[src/rtl/sigmoid_pwl_pipe.sv]
// sigmoid_pwl_pipe: streaming fixed-point sigmoid/tanh unit.
// It uses a shift-and-add piecewise-linear (PLAN) curve and a
// three-stage valid/ready pipeline with bubble-collapsing backpressure.
// S1 (_p1): fold sign, optionally double for tanh, take |x|, pick segment.
// S2 (_p2): evaluate the segment's shift-and-add line.
// S3 (output register): mirror for negative inputs, rescale for tanh.
module sigmoid_pwl_pipe #(
    parameter int DATA_W = 32,
    parameter int FRAC_W = 16
) (
    input  logic                     aclk,
    input  logic                     rst,
    input  logic                     s_valid,
    output logic                     s_ready,
    input  logic signed [DATA_W-1:0] s_data,
    input  logic                     s_mode,
    output logic                     m_valid,
    input  logic                     m_ready,
    output logic signed [DATA_W-1:0] m_data
);

    localparam logic [DATA_W-1:0] MAX_POS  = {1'b0, {(DATA_W-1){1'b1}}};
    localparam logic [DATA_W-1:0] MIN_NEG  = {1'b1, {(DATA_W-1){1'b0}}};
    localparam logic [DATA_W-1:0] ONE_U    = DATA_W'(1) << FRAC_W;
    localparam logic signed [DATA_W:0] ONE_W = {1'b0, ONE_U};
    // Segment thresholds: 1.0, 2.375 (19/8), 5.0
    localparam logic [DATA_W-1:0] TH_SEG1  = ONE_U;
    localparam logic [DATA_W-1:0] TH_SEG2  = DATA_W'(19) << (FRAC_W - 3);
    localparam logic [DATA_W-1:0] TH_SEG3  = DATA_W'(5) << FRAC_W;
    // Line offsets: 0.5, 0.625 (5/8), 0.84375 (27/32)
    localparam logic [DATA_W-1:0] C_SEG0   = DATA_W'(1) << (FRAC_W - 1);
    localparam logic [DATA_W-1:0] C_SEG1   = DATA_W'(5) << (FRAC_W - 3);
    localparam logic [DATA_W-1:0] C_SEG2   = DATA_W'(27) << (FRAC_W - 5);

    // Double x with saturation. Overflow happens exactly when the two top bits differ.
    function automatic logic signed [DATA_W-1:0] sat_dbl(input logic signed [DATA_W-1:0] x);
        if (x[DATA_W-1] != x[DATA_W-2])
            return x[DATA_W-1] ? $signed(MIN_NEG) : $signed(MAX_POS);
        return {x[DATA_W-2:0], 1'b0};
    endfunction

    // Magnitude of x. The most-negative value clamps to the largest positive value.
    function automatic logic [DATA_W-1:0] abs_sat(input logic signed [DATA_W-1:0] x);
        if ($unsigned(x) == MIN_NEG)
            return MAX_POS;
        return x[DATA_W-1] ? (~$unsigned(x) + 1'b1) : $unsigned(x);
    endfunction

    // Segment select. Each threshold is inclusive on its lower edge.
    function automatic logic [1:0] seg_of(input logic [DATA_W-1:0] a);
        if (a >= TH_SEG3) return 2'd3;
        if (a >= TH_SEG2) return 2'd2;
        if (a >= TH_SEG1) return 2'd1;
        return 2'd0;
    endfunction

    // Shift-and-add line for the selected segment. The shifts truncate.
    function automatic logic [DATA_W-1:0] pwl(input logic [DATA_W-1:0] a, input logic [1:0] seg);
        case (seg)
            2'd0:    return (a >> 2) + C_SEG0;
            2'd1:    return (a >> 3) + C_SEG1;
            2'd2:    return (a >> 5) + C_SEG2;
            default: return ONE_U;
        endcase
    endfunction

    // Mirror about 0.5 for negative x, then map [0,1] onto [-1,1] for tanh.
    // One extra bit keeps 2y from overflowing before 1.0 is subtracted.
    function automatic logic signed [DATA_W-1:0] finish(input logic [DATA_W-1:0] y,
                                                        input logic sgn, input logic mode);
        logic signed [DATA_W:0] v;
        v = $signed({1'b0, y});
        if (sgn)  v = ONE_W - v;
        if (mode) v = (v <<< 1) - ONE_W;
        return v[DATA_W-1:0];
    endfunction

    logic                     vld_p1_q, vld_p1_d, vld_p2_q, vld_p2_d, vld_p3_q, vld_p3_d;
    logic                     adv_p2, adv_p3, ld_p1, ld_p2, ld_p3;
    logic signed [DATA_W-1:0] xs_p0;
    logic [DATA_W-1:0]        a_p1_q, a_p1_d, y_p2_q, y_p2_d;
    logic [1:0]               seg_p1_q, seg_p1_d;
    logic                     sgn_p1_q, sgn_p1_d, mode_p1_q, mode_p1_d;
    logic                     sgn_p2_q, sgn_p2_d, mode_p2_q, mode_p2_d;
    logic signed [DATA_W-1:0] m_data_q, m_data_d;

    // Handshake: a stage loads when it is empty or its content moves on this cycle
    always_comb begin
        adv_p3   = !vld_p3_q || m_ready;
        adv_p2   = !vld_p2_q || adv_p3;
        s_ready  = !vld_p1_q || adv_p2;
        ld_p1    = s_valid && s_ready;
        ld_p2    = vld_p1_q && adv_p2;
        ld_p3    = vld_p2_q && adv_p3;
        vld_p1_d = s_ready ? s_valid  : vld_p1_q;
        vld_p2_d = adv_p2  ? vld_p1_q : vld_p2_q;
        vld_p3_d = adv_p3  ? vld_p2_q : vld_p3_q;
    end

    // Datapath next values for all three stages
    always_comb begin
        // S1: sign/mode capture, tanh doubling, magnitude, segment
        xs_p0     = s_mode ? sat_dbl(s_data) : s_data;
        a_p1_d    = abs_sat(xs_p0);
        seg_p1_d  = seg_of(a_p1_d);
        sgn_p1_d  = s_data[DATA_W-1];
        mode_p1_d = s_mode;
        // S2: line evaluation
        y_p2_d    = pwl(a_p1_q, seg_p1_q);
        sgn_p2_d  = sgn_p1_q;
        mode_p2_d = mode_p1_q;
        // S3: symmetry and tanh rescale
        m_data_d  = finish(y_p2_q, sgn_p2_q, mode_p2_q);
    end

    // Valid bits and the visible output word are cleared asynchronously
    always_ff @(posedge aclk or posedge rst) begin
        if (rst) begin
            vld_p1_q <= 1'b0;
            vld_p2_q <= 1'b0;
            vld_p3_q <= 1'b0;
            m_data_q <= '0;
        end else begin
            vld_p1_q <= vld_p1_d;
            vld_p2_q <= vld_p2_d;
            vld_p3_q <= vld_p3_d;
            if (ld_p3) m_data_q <= m_data_d;
        end
    end

    // Internal data registers only need load enables; their valid bits qualify them
    always_ff @(posedge aclk) begin
        if (ld_p1) begin
            a_p1_q    <= a_p1_d;
            seg_p1_q  <= seg_p1_d;
            sgn_p1_q  <= sgn_p1_d;
            mode_p1_q <= mode_p1_d;
        end
        if (ld_p2) begin
            y_p2_q    <= y_p2_d;
            sgn_p2_q  <= sgn_p2_d;
            mode_p2_q <= mode_p2_d;
        end
    end

    assign m_valid = vld_p3_q;
    assign m_data  = m_data_q;

endmodule
[config.mk]
export PLATFORM = sky130hd
export DESIGN_NAME = sigmoid_pwl_pipe
export DESIGN_NICKNAME = d
export VERILOG_FILES = /design/src/rtl/sigmoid_pwl_pipe.sv
export SDC_FILE = /design/constraint.sdc
export NUM_CORES = 1
export LEC_CHECK = 0
export ABC_AREA = 1
export CAP_MARGIN = 5
export CORE_MARGIN = 4
export CORE_UTILIZATION = 40
export DETAILED_ROUTE_END_ITERATION = 6
export GPL_TIMING_DRIVEN = 0
export PLACE_DENSITY = 0.66
export SLEW_MARGIN = 20
export SYNTH_ARGS = -nofsm -noshare
export SYNTH_HDL_FRONTEND = slang
export SYNTH_SLANG_ARGS = --single-unit
[constraint.sdc]
create_clock -name aclk -period 3 [get_ports aclk]
set_clock_uncertainty 0.15 [all_clocks]
set_input_delay 0.9 -clock aclk [delete_from_list [all_inputs] [get_ports aclk]]
set_output_delay 0.9 -clock aclk [all_outputs]
set_load 0.005 [all_outputs]
# Word level (Yosys, flattened, before mapping)
# Cells that the tools add are included.
[word_totals] reg_bits=105 in_bits=37 out_inout_bits=34 word_cells=59
[classes] addsub=6 order_cmp=3 n_eq_ne=4 n_mux=24 bitwise=1 n_reduce_logical=10
[ops] op="$mux W32" count=9
[ops] op="$pmux W31 S3" count=1
[ops] op="$add A32 B1 Y32 const B" count=1
[ops] op="$eq A32 B32 Y1 const B" count=1
[ops] op="$ge A32 B17 Y1 const B" count=1
[ops] op="$ge A32 B18 Y1 const B" count=1
[ops] op="$ge A32 B19 Y1 const B" count=1
[ops] op="$not A32 Y32" count=1
[ops] op="$sub A17 B32 Y32 const A" count=1
[ops] op="$sub A32 B18 Y32 const B" count=1
[ops] op="$add A30 B16 Y31 const B" count=1
[ops] op="$add A29 B16 Y30 const B" count=1
[ops] op="$add A27 B16 Y28 const B" count=1
[ops] op="$mux W2" count=6
[ops] op="$mux W1" count=8
[ops] op="$logic_and A1 B1 Y1" count=3
[ops] op="$logic_not A1 Y1" count=3
[ops] op="$logic_or A1 B1 Y1" count=3
[ops] op="$eq A2 B1 Y1 const B" count=1
[ops] op="$eq A2 B2 Y1 const B" count=1
[ops] op="$logic_not A2 Y1" count=1
[ops] op="$ne A1 B1 Y1" count=1

# Logic depth before layout (Yosys ltp)
# Gate-level depths: netlist (run 1).
[depth] word_depth=16 mapped_depth=25 mapped_depth_nobuf=24

# Least setup slack after synthesis (run 1)
# OpenSTA, ideal clock, no wires.
[synth_timing] path_kind="input-to-reg" start="input port s_data[30]" end="register seg_p1_q[0] (data pin)" setup_time_ns=0.253 arrival_time_ns=3.134 required_time_ns=2.597 path_slack_ns=-0.537 cell_stages=22 n_path_buf=3 cell_sequence="inv_1 ha_1 buf_6 buf_2 nand2_1 nand2_1 nand2_1 nand2_1 inv_1 ha_1 inv_1 nor2_1 nand3_2 nor2_8 nand3_4 buf_6 nand3_1 nand2_1 a21oi_2 nor2_2 nand3_1 nand2_1"
[synth_via] elab_chain_cells=15 elab_cells_between_ends=24 cone_classes="add/sub (1); order compare (3); eq/ne (2); mux (17); bitwise (1)"
[synth_rtl] element="from (decl)" line="15" text="input logic signed [DATA_W-1:0] s_data,"
[synth_rtl] element="$ne A1 B1 Y1" line="37" text="if (x[DATA_W-1] != x[DATA_W-2])"
[synth_rtl] element="$mux W1" line="37"
[synth_rtl] element="$mux W32" line="39" text="return {x[DATA_W-2:0], 1'b0};"
[synth_rtl] element="$mux W32 (*)" line="103" text="xs_p0 = s_mode ? sat_dbl(s_data) : s_data;"
[synth_rtl] element="$not A32 Y32" line="46" text="return x[DATA_W-1] ? (~$unsigned(x) + 1'b1) : $unsigned(x);"
[synth_rtl] element="$add A32 B1 Y32" line="46"
[synth_rtl] element="$mux W32" line="46"
[synth_rtl] element="$mux W32 (*)" line="46"
[synth_rtl] element="net a_p1_d[14]" line="81" text="logic [DATA_W-1:0] a_p1_q, a_p1_d, y_p2_q, y_p2_d;"
[synth_rtl] element="$ge A32 B17 Y1" line="53" text="if (a >= TH_SEG1) return 2'd1;"
[synth_rtl] element="$mux W1 (2 in a row)" line="53"
[synth_rtl] element="$mux W1" line="52" text="if (a >= TH_SEG2) return 2'd2;"
[synth_rtl] element="$mux W2" line="54" text="return 2'd0;"
[synth_rtl] element="$mux W2" line="53"
[synth_rtl] element="$mux W2 (*)" line="52"
[synth_rtl] element="to (signal assigned)" line="135" text="seg_p1_q <= seg_p1_d;"
[synth_rtl] element="to (decl)" line="82" text="logic [1:0] seg_p1_q, seg_p1_d;"
# Mark *: on every way through the listed nets, which the timed path passes. The rest lies on a longest branch. The select of a mux whose other input is x is not followed.
# A chain may end at the register's enable or synchronous reset.

# Worst setup path after layout (run 1)
[layout_timing] start="input port s_data[30]" end="register seg_p1_q[0] (data pin)"
[layout_via] elab_chain_cells=15 elab_cells_between_ends=24 cone_classes="add/sub (1); order compare (3); eq/ne (2); mux (17); bitwise (1)"
[layout_rtl] element="$ne A1 B1 Y1" line="37"
[layout_rtl] element="$mux W1" line="37"
[layout_rtl] element="$mux W32" line="39"
[layout_rtl] element="$mux W32 (*)" line="103"
[layout_rtl] element="$not A32 Y32" line="46"
[layout_rtl] element="$add A32 B1 Y32" line="46"
[layout_rtl] element="$mux W32" line="46"
[layout_rtl] element="$mux W32 (*)" line="46"
[layout_rtl] element="$ge A32 B17 Y1" line="53"
[layout_rtl] element="$mux W1 (2 in a row)" line="53"
[layout_rtl] element="$mux W1" line="52"
[layout_rtl] element="$mux W2" line="54"
[layout_rtl] element="$mux W2" line="53"
[layout_rtl] element="$mux W2 (*)" line="52"
# Mark *: on every way between the ends. The rest lies on a longest branch, timed or not. The select of a mux whose other input is x is not followed.

==> flow_metrics.py, run 1 <==
metrics = {
    "status": {
        "status": "finished with violations",
        "violations": "negative setup slack",
    },
    "logic_synthesis": {
        "yosysUniqueCellTypes": 44,
        "synthesis.nets": 1289,
        "synth_seq_cells": 102,
        "ys.flop_type": "edfxtp_1",
        "synth-edff-count": 67,
        "syn_avg_cell_area_um2": 6.67,
        "netlist_area_mm2": 0.00828,
        "synth_seq_area_share_pct": 34.9,
        "synth_cells": 1241,
        "async_flop_share_pct": 34.3,
        "yosysWarnings": 0,
    },
    "final_layout": {
        "final_util_pct": 50.8,
        "final_common_cell": "nand2_1",
        "area_delta_synth_final_pct": 24.6,
        "drive_above_1_share_pct": 14.5,
        "n_fill_cell": 2106,
        "final_nets": 1401,
        "final_cell_mix": "nand2_1 (332), inv_1 (143), nor2_1 (143)",
        "insertedDiodeCount": 0,
        "design_area_mm2": 0.0103,
    },
    "worst_setup_path": {
        "r2r_slack_ps": 270,
        "worstSetupEndpointType": "flip-flop",
        "worstPathRequired_ps": 2970,
        "slowest_delay_ps": 270,
        "worstPathArrival_ps": 3250,
        "crit_top_cell": "nand2_1",
        "ff2ff_path_depth": 16,
        "crit_type": "input port to flip-flop",
        "crit_slowest_cell": "ha_4",
        "crit_fanout": 4,
        "crit_chain": "buf_12 -> inv_8 -> ha_4 -> inv_2 -> nand2_4 -> buf_6 -> buf_12 -> buf_4 -> nand3_1 -> nand2_2 -> nand2_1 -> nor2_1 -> inv_1 -> nand2_2 -> nand4_1 -> nand2_1 -> nand2_2 -> nor2_4 -> nand2_1 -> nor2_1 -> nand2_1 -> nor2_1 -> nand2_1",
        "crit_path_start_kind": "input port",
        "r2r-end": "m_data[28]",
        "r2r_start": "y_p2_q[0]",
    },
    "floorplanning": {
        "die-area_mm2": 0.0231,
        "num_rows": 52,
        "core_area_mm2": 0.0203,
        "initial_utilization_pct": 40.8,
        "die_y_um": 152,
        "die_w_um": 152,
        "ios": 71,
    },
    "routing": {
        "drt-initial-drc-count": 293,
        "num_vias": 8182,
        "drcViolationCount": 0,
        "ant_nets": 0,
        "vias_per_cell": 5.03,
        "drt-pass1-iter-count": 5,
        "wl_per_cell_um": 13.7,
        "wirelength_um": 22400,
    },
    "pwr": {
        "seqPwrFrac_pct": 38.5,
        "powerDensity_mw_per_mm2": 531,
        "p_leak_nw": 4.61,
        "irDropWorstVdd_uv": 260,
        "switching_share_pct": 37.2,
        "pwr-share-clk_pct": 21.3,
        "p_sw_mw": 2.04,
        "internal_power_mw": 3.44,
        "comb_power_share_pct": 40.2,
    },
    "grt": {
        "grt_pass1_vias": 7820,
        "grt_pass1_wl_um": 36700,
        "grt_max_degree": 36,
        "grt_overflow": 0,
        "grt_usage_pct": 18.9,
        "grt_antenna_before_repair": 0,
    },
    "timing": {
        "layout_setup_ws_ps": -280,
        "hold_violations": 0,
        "finalSetupViolCount": 4,
        "period_share_pct": 109,
        "rsz0062_at_grt": "true",
        "slew_viol_final": 0,
        "worst_slew_pin_slew_ps": 809,
        "relSlewSlack_pct": 45.9,
        "max_freq_mhz": 305,
        "min_period_ps": 3280,
    },
    "worst_hold_path": {
        "holdCritStartpoint": "sgn_p1_q",
        "hold_class": "flip-flop to flip-flop",
        "holdPathEnd": "sgn_p2_q",
        "hold_depth": 0,
    },
    "clocking": {
        "numClockSinks": 102,
        "cts-htree-levels": 3,
        "cts_tree": "built",
        "clk_pin_slew_ps": 80,
        "cts_buffers": 9,
        "clk_latency_ps": 360,
        "cts_root_buf": "clkbuf_16",
        "hold_buffers": 0,
        "cts.path.max_buffers": 2,
    },
    "placed_design": {
        "place_area_mm2": 0.00939,
        "place.gp.congestion": 0.904,
        "numPortBuffers": 70,
        "dp_hpwl_um": 17500,
    },
    "job": {
        "cap_violations": 0,
    },
}
[repair_timing]
item / 4_1_cts / 5_1_grt
pin swaps: 18 / 35
endpoints found under the setup margin: 34 / 64
gates cloned: 2 / 0
buffers inserted: 15 / 14
gates resized for setup: 46 / 64
[per-stage QoR]
step                total power [mW]  setup slack, ps  cells  TNS, ps  hold slack [ps]
floorplan                       3.37             -258   1241     -477              250
global placement                4.19            -1460   1581   -38300              256
detailed placement              4.23            -1480   1581   -32070              264
CTS                             5.43             -314   1614     -663              282
global route                    5.89             -470   1628    -1730              302
finish                          5.48             -280   1628     -505              274
[cell usage after synthesis (2+ instances only)]
| library cell | number | area share (%) |
|---|---|---|
| xnor2_1 | 8 | 0.85 |
| or2_2 | 13 | 0.98 |
| o21bai_1 | 2 | 0.18 |
| a21oi_1 | 43 | 2.6 |
| o31ai_1 | 5 | 0.45 |
| dfrtp_1 | 35 | 11 |
| clkinv_1 | 3 | 0.14 |
| buf_6 | 7 | 0.95 |
| ha_1 | 11 | 1.7 |
| o221ai_1 | 17 | 1.8 |
| nor3_1 | 15 | 0.91 |
| xor2_1 | 22 | 2.3 |
| or2_1 | 16 | 1.2 |
| a31oi_1 | 3 | 0.23 |
| o311ai_0 | 4 | 0.42 |
| clkbuf_1 | 15 | 0.68 |
| nand2_1 | 360 | 16 |
| nand3_1 | 117 | 7.1 |
| nor2_1 | 156 | 7.1 |
| edfxtp_1 | 67 | 24 |
| inv_1 | 149 | 6.8 |
| nand3_2 | 3 | 0.36 |
| nand4_1 | 17 | 1.3 |
| o211ai_1 | 11 | 1.0 |
| buf_2 | 9 | 0.54 |
| nand2_2 | 19 | 1.4 |
| inv_2 | 6 | 0.27 |
| nor2_2 | 15 | 1.1 |
| nand2_4 | 2 | 0.27 |
| buf_1 | 5 | 0.23 |
| o32ai_1 | 2 | 0.21 |
| o21ai_0 | 72 | 4.4 |
[power by group through the flow]
stage	registers, mW	clock network [mW]	logic, mW
2_1_floorplan	2.12	0	1.24
3_3_place_gp	2.13	0	2.06
3_5_place_dp	2.14	0	2.09
4_1_cts	2.11	1.19	2.13
5_1_grt	2.16	1.26	2.48
6_report	2.11	1.17	2.20
[worst max-delay path by stage]
stage | start | endpoint | slack, ps
after floorplan | s_data[30] | seg_p1_q[0] | -260
after CTS | s_data[31] | seg_p1_q[0] | -310
after global routing | s_data[30] | seg_p1_q[0] | -470
final | s_data[30] | seg_p1_q[0] | -280
after global placement | s_data[31] | seg_p1_q[0] | -1460
after detailed placement | s_data[31] | seg_p1_q[0] | -1480
[critical path, delay by kind of cell]
kind | cells | cell delay, ps
buffers and inverters | 7 | 560
AND/OR/NAND/NOR | 15 | 1530
adder cells (fa/ha/maj) | 1 | 270
[flip-flops by register name, summed over array words and instances, names as in the netlist]
register,count
m_data,32
y_p2_q,31
a_p1_q,30
seg_p1_q,2
m_valid,1
mode_p1_q,1
mode_p2_q,1
sgn_p1_q,1
sgn_p2_q,1
vld_p1_q,1
vld_p2_q,1
[cells by family (layout without fill, tap and decap cells)]
family,after synthesis,in the layout,share of synthesized area [%]
XOR/XNOR,30,30,3.17
adder cells (fa/ha/maj),11,11,1.66
flip-flops,102,102,34.9
buffers and inverters,195,312,9.66
AND/OR/NAND/NOR,737,737,38.7
AO/OA/AOI/OAI,166,166,11.9
[area by class of cell]
class	count	area, um^2	share of cell area (%)
timing repair buffer	101	1020	9.91
clock buffer	10	229	2.22
clock inverter	6	63.8	0.618
tap	270	338	3.27
inverter	158	604	5.86
sequential	102	2890	28.0
buffer	37	244	2.36
multi-input combinational	944	4930	47.8
[metal layers]
metal	up-vias	part of all wire [%]	wire length (um)	GRT usage (%)
met5	-	0	0	0
li1	4271	-	-	-
met4	0	4.3	951	9.25
met2	204	49	10900	33.0
met3	66	3.6	812	2.62
met1	3641	43	9710	22.8
(Power assumes the default switching activity.)
==> run 2, diff against run 1 <==
Settings changed: SETUP_SLACK_MARGIN set to 0.2.
==> flow_metrics.py, run 2 (synthesis gave the netlist of run 1 again) <==
metrics = {
    "worst_setup_path": {
        "worstPathRequired_ps": 2960,
        "cpLargestDelayFamily": "simple AND/OR/NAND/NOR gates",
        "r2r_start": "y_p2_q[0]",
        "crit_path_start_kind": "input port",
        "slowest_delay_ps": 240,
        "r2r_slack_ps": 360,
        "ff2ff_path_depth": 16,
        "cp_num_buf_inv": 6,
        "crit_slowest_cell": "ha_4",
        "cp_num_cells": 22,
        "r2r-end": "m_data[28]",
        "crit_fanout": 7,
        "crit_chain": "buf_12 -> ha_4 -> buf_6 -> buf_8 -> nand2_4 -> nand2_2 -> nand2_2 -> nand2_2 -> inv_2 -> ha_4 -> inv_4 -> nor2_4 -> nand3_4 -> nor2_8 -> nand3_4 -> buf_8 -> nand3_4 -> nand2_2 -> a21oi_2 -> nor2_2 -> nand3_1 -> nand2_1",
        "worstPathArrival_ps": 3190,
        "critPathLaunch": "s_data[31]",
        "crit_type": "input port to flip-flop",
        "setup.worst_path.end": "seg_p1_q[0]",
        "crit_top_cell": "nand2_2",
        "worstSetupEndpointType": "flip-flop",
    },
    "floorplanning": {
        "initial_utilization_pct": 40.8,
        "ios": 71,
        "die_w_um": 152,
        "core_area_mm2": 0.0203,
        "die-area_mm2": 0.0231,
        "num_rows": 52,
        "die_y_um": 152,
    },
    "placed_design": {
        "dp.cells": 1581,
        "place_area_mm2": 0.00940,
        "dp_slack_ps": -1460,
        "numPortBuffers": 70,
        "place.gp.congestion": 0.909,
        "dp_hpwl_um": 17400,
    },
    "clocking": {
        "hold_buffers": 0,
        "cts_buffers": 9,
        "clk_latency_ps": 360,
        "cts_root_buf": "clkbuf_16",
        "numClockSinks": 102,
        "clk_pin_slew_ps": 70,
        "cts-htree-levels": 3,
        "cts_tree": "built",
        "cts.path.max_buffers": 2,
    },
    "grt": {
        "grt_use_met3_pct": 2.47,
        "grt_pass1_wl_um": 36200,
        "met2_usage_pct": 32.9,
        "grt_max_degree": 36,
        "grt_busiest_layer": "met2",
        "grt_pass1_vias": 7496,
        "grt_overflow": 0,
        "grt_antenna_before_repair": 0,
        "grt_util_met1_pct": 22.8,
        "grt_usage_pct": 18.6,
    },
    "timing": {
        "layout_setup_ws_ps": -226,
        "timing.hold.ws_ps": 277,
        "finalSetupViolCount": 3,
        "slew_viol_final": 0,
        "max_freq_mhz": 310,
        "worst_slew_pin_slew_ps": 786,
        "relSlewSlack_pct": 47.4,
        "hold_violations": 0,
        "period_share_pct": 108,
        "rsz0062_at_grt": "true",
        "setup_tns_ps": -479,
        "min_period_ps": 3230,
    },
    "pwr": {
        "p_leak_nw": 4.68,
        "p_sw_mw": 2.06,
        "powerDensity_mw_per_mm2": 530,
        "irDropWorstVdd_uv": 245,
        "internal_power_mw": 3.48,
        "switching_share_pct": 37.2,
        "pwr-share-clk_pct": 20.9,
        "seqPwrFrac_pct": 38.1,
        "p_total_mw": 5.54,
        "comb_power_share_pct": 41.0,
    },
    "worst_hold_path": {
        "hold_class": "flip-flop to flip-flop",
    },
    "final_layout": {
        "fin_cells": 1641,
        "final_common_cell": "nand2_1",
        "final_nets": 1414,
        "design_area_mm2": 0.0105,
        "insertedDiodeCount": 0,
        "final_cell_mix": "nand2_1 (326), nor2_1 (141), inv_1 (138)",
        "drive_above_1_share_pct": 17.1,
        "area_delta_synth_final_pct": 26.4,
        "largest_reg_flops": 32,
        "final_util_pct": 51.5,
    },
    "routing": {
        "wirelength_um": 22400,
        "drcViolationCount": 0,
        "num_vias": 8233,
        "drt-initial-drc-count": 337,
        "ant_nets": 0,
        "drt-pass1-iter-count": 5,
        "vias_per_cell": 5.02,
        "wl_per_cell_um": 13.7,
    },
    "status": {
        "violations": "negative setup slack",
        "status": "finished with violations",
    },
    "job": {
        "cap_violations": 0,
    },
}
run 2: cell count changes in the layout (fill, tap and decap cells not counted), moves of 5 or more:
cell | previous run | this run
nand2_1 | 332 | 326
inv_1 | 143 | 138
nor2_2 | 12 | 18
nand3_1 | 102 | 96
buf_4 | 25 | 44
run 2: area by class of cell:
cell class / instances / area, um^2
Fill cell: 2071 / 9840
Multi-Input combinational cell: 944 / 5030
Sequential cell: 102 / 2890
Timing Repair Buffer: 114 / 1080
Inverter: 158 / 607
Tap cell: 270 / 338
Buffer: 37 / 234
Clock buffer: 10 / 229
Clock inverter: 6 / 63.8
run 2: worst reg2reg max path, cell delays in order, from the launching register on:
cell	delay, ps
edfxtp_1	420
inv_2	130
ha_4	160
nand3_4	90
nor2_4	170
nand3_2	120
xor2_2	180
ha_2	210
nand3_1	110
nor2_2	160
nand2_2	100
nor2_4	170
nand2_1	90
o21ai_1	110
nand2_1	60
nand2_1	60
nand2_1	40
run 2: how the worst min path moves through the flow:
| stage | start | end | slack, ps | depth (start not counted) |
|---|---|---|---|---|
| final | mode_p1_q | mode_p2_q | 280 | 0 |
| after detailed placement | mode_p1_q | mode_p2_q | 260 | 0 |
| after CTS | mode_p1_q | mode_p2_q | 280 | 0 |
| after global routing | mode_p1_q | mode_p2_q | 300 | 0 |
| after global placement | sgn_p1_q | sgn_p2_q | 260 | 0 |
| after floorplan | mode_p1_q | mode_p2_q | 250 | 0 |
run 2: power groups by stage:
stage	clock, mW	combinational, mW	sequential (mW)
6_report	1.16	2.27	2.11
5_1_grt	1.25	2.54	2.16
4_1_cts	1.18	2.14	2.11
3_5_place_dp	0	2.09	2.14
3_3_place_gp	0	2.06	2.13
2_1_floorplan	0	1.24	2.12
run 2: what timing repair did:
action	CTS	global route
pin swaps	16	43
setup buffers	17	26
cloned	0	1
gates resized for setup	54	85
setup endpoints to repair	39	48
run 2: per-layer routing:
layer	up-vias	share of wire (%)
met4	0	3.5
met3	50	3.5
met1	3700	43
li1	4295	-
met2	188	50
met5	-	0
==> run 3, diff against run 2 <==
Settings changed: CORE_ASPECT_RATIO set to 1.2, RECOVER_POWER set to 25.
==> flow_metrics.py, run 3 (synthesis gave the netlist of run 1 again) <==
metrics = {
    "status": {
        "status": "finished with violations",
        "violations": "negative setup slack",
    },
    "final_layout": {
        "final_common_cell": "nand2_1",
        "area_delta_synth_final_pct": 30.2,
        "insertedDiodeCount": 0,
        "design_area_mm2": 0.0108,
        "final_cell_mix": "nand2_1 (317), inv_1 (137), nor2_1 (136)",
        "largest_reg_flops": 32,
        "final_nets": 1417,
        "drive_above_1_share_pct": 19.2,
    },
    "worst_setup_path": {
        "worstSetupEndpointType": "flip-flop",
        "crit_type": "input port to flip-flop",
        "worstPathArrival_ps": 3320,
        "crit_path_start_kind": "input port",
        "crit_fanout": 5,
        "worstPathRequired_ps": 2970,
    },
    "grt": {
        "grt_usage_pct": 19.7,
        "grt_overflow": 0,
        "grt_pass1_wl_um": 38000,
        "grt_pass1_vias": 8027,
        "grt_max_degree": 36,
        "grt_antenna_before_repair": 0,
    },
    "timing": {
        "rsz0062_at_grt": "true",
        "layout_setup_ws_ps": -351,
        "finalSetupViolCount": 17,
        "hold_violations": 0,
        "period_share_pct": 112,
        "slew_viol_final": 0,
        "min_period_ps": 3350,
        "timing.hold.ws_ps": 278,
        "worst_slew_pin_slew_ps": 830,
        "setup_tns_ps": -3820,
        "relSlewSlack_pct": 44.4,
        "max_freq_mhz": 298,
    },
    "placed_design": {
        "dp_hpwl_um": 18100,
        "place.gp.congestion": 0.908,
        "numPortBuffers": 70,
        "dp_slack_ps": -1450,
        "place_area_mm2": 0.00939,
    },
    "clocking": {
        "numClockSinks": 102,
        "clk_pin_slew_ps": 70,
        "cts_buffers": 9,
        "cts.path.max_buffers": 2,
        "cts-htree-levels": 3,
        "cts_tree": "built",
        "cts_root_buf": "clkbuf_16",
        "clk_latency_ps": 360,
    },
    "pwr": {
        "powerDensity_mw_per_mm2": 524,
        "p_leak_nw": 4.80,
        "irDropWorstVdd_uv": 353,
        "p_total_mw": 5.65,
    },
    "routing": {
        "ant_nets": 0,
        "wirelength_um": 23500,
        "wl_met2_um": 12700,
        "drt-pass1-iter-count": 5,
        "drt-initial-drc-count": 419,
        "top_layer": "met4",
        "vias_per_cell": 5.07,
        "wl_met1_um": 9090,
        "num_vias": 8311,
        "wl_per_cell_um": 14.4,
        "drcViolationCount": 0,
        "wl_met3_um": 756,
    },
    "floorplanning": {
        "die_w_um": 139,
        "initial_utilization_pct": 40.7,
        "die_y_um": 166,
        "die-area_mm2": 0.0231,
        "core_area_mm2": 0.0203,
        "num_rows": 57,
        "ios": 71,
    },
    "job": {
        "cap_violations": 0,
    },
    "worst_hold_path": {
        "hold_class": "flip-flop to flip-flop",
    },
}
-- run 3: cell count changes in the layout (fill, tap and decap cells not counted), moves of 4 or more --
cell	change
buf_4	-16
buf_6	+16
nand2_1	-9
nand2_2	+8
nand3_1	-9
nand3_4	+8
nor2_1	-5
nor2_4	+4
-- run 3: worst paths after layout --
path | startpoint | end | slack [ps] | cells past startpoint
max | s_data[31] | seg_p1_q[0] | -350 | 24
min | mode_p1_q | mode_p2_q | 280 | 0
max reg2reg | y_p2_q[0] | m_data[30] | 310 | 15
min reg2reg | mode_p1_q | mode_p2_q | 280 | 0
max in group asynchronous | rst | m_data[26] | 1390 | 2
min in group asynchronous | rst | m_data[3] | 830 | 2
-- run 3: metrics by stage --
step,cells,utilization (%)
after floorplan,1241,-
final,1639,53.0
after global placement,1576,46.2
after CTS,1626,50.7
after global routing,1639,53.0
after detailed placement,1576,46.2
-- run 3: worst max-delay path, stage by stage --
cell     delay [ps]
buf_12          100
ha_4            250
buf_6           130
buf_8           120
nand2_4          40
nand2_2          50
nand2_2          60
nand2_2          50
inv_2            60
ha_4            130
inv_2            40
nor2_2          100
nand3_2         130
nor2_8          220
buf_6           120
buf_6            80
buf_6           110
nand2_4          60
nand3_4          60
nand3_4         100
o21ai_0         120
nand3_1         100
nor2_1           90
nand2_1          60
-- run 3: final cells by class --
class / instances / area [um^2]
fill: 2001 / 9550
inverter: 158 / 606
sequential: 102 / 2890
timing repair buffer: 117 / 1180
tap: 265 / 332
clock buffer: 9 / 225
multi-input combinational: 944 / 5210
clock inverter: 7 / 86.3
buffer: 37 / 246
-- run 3: what timing repair did --
action,in CTS,in global routing
resized for setup,107,90
gates cloned,2,0
hold buffers,0,0
setup buffers,32,13
endpoints found under the setup margin,41,42
pin swaps,28,35
-- run 3: power breakdown --
part / switching (mW) / internal, mW / leakage, nW
logic: 1.31 / 1.02 / 3.58
registers: 0.216 / 1.90 / 1.07
clock network: 0.598 / 0.601 / 0.151
-- run 3: per-layer routing --
layer	up-vias	track usage, %
li1	4313	-
met1	3743	20.8
met2	195	38.1
met3	60	2.60
met4	0	8.98
met5	-	0
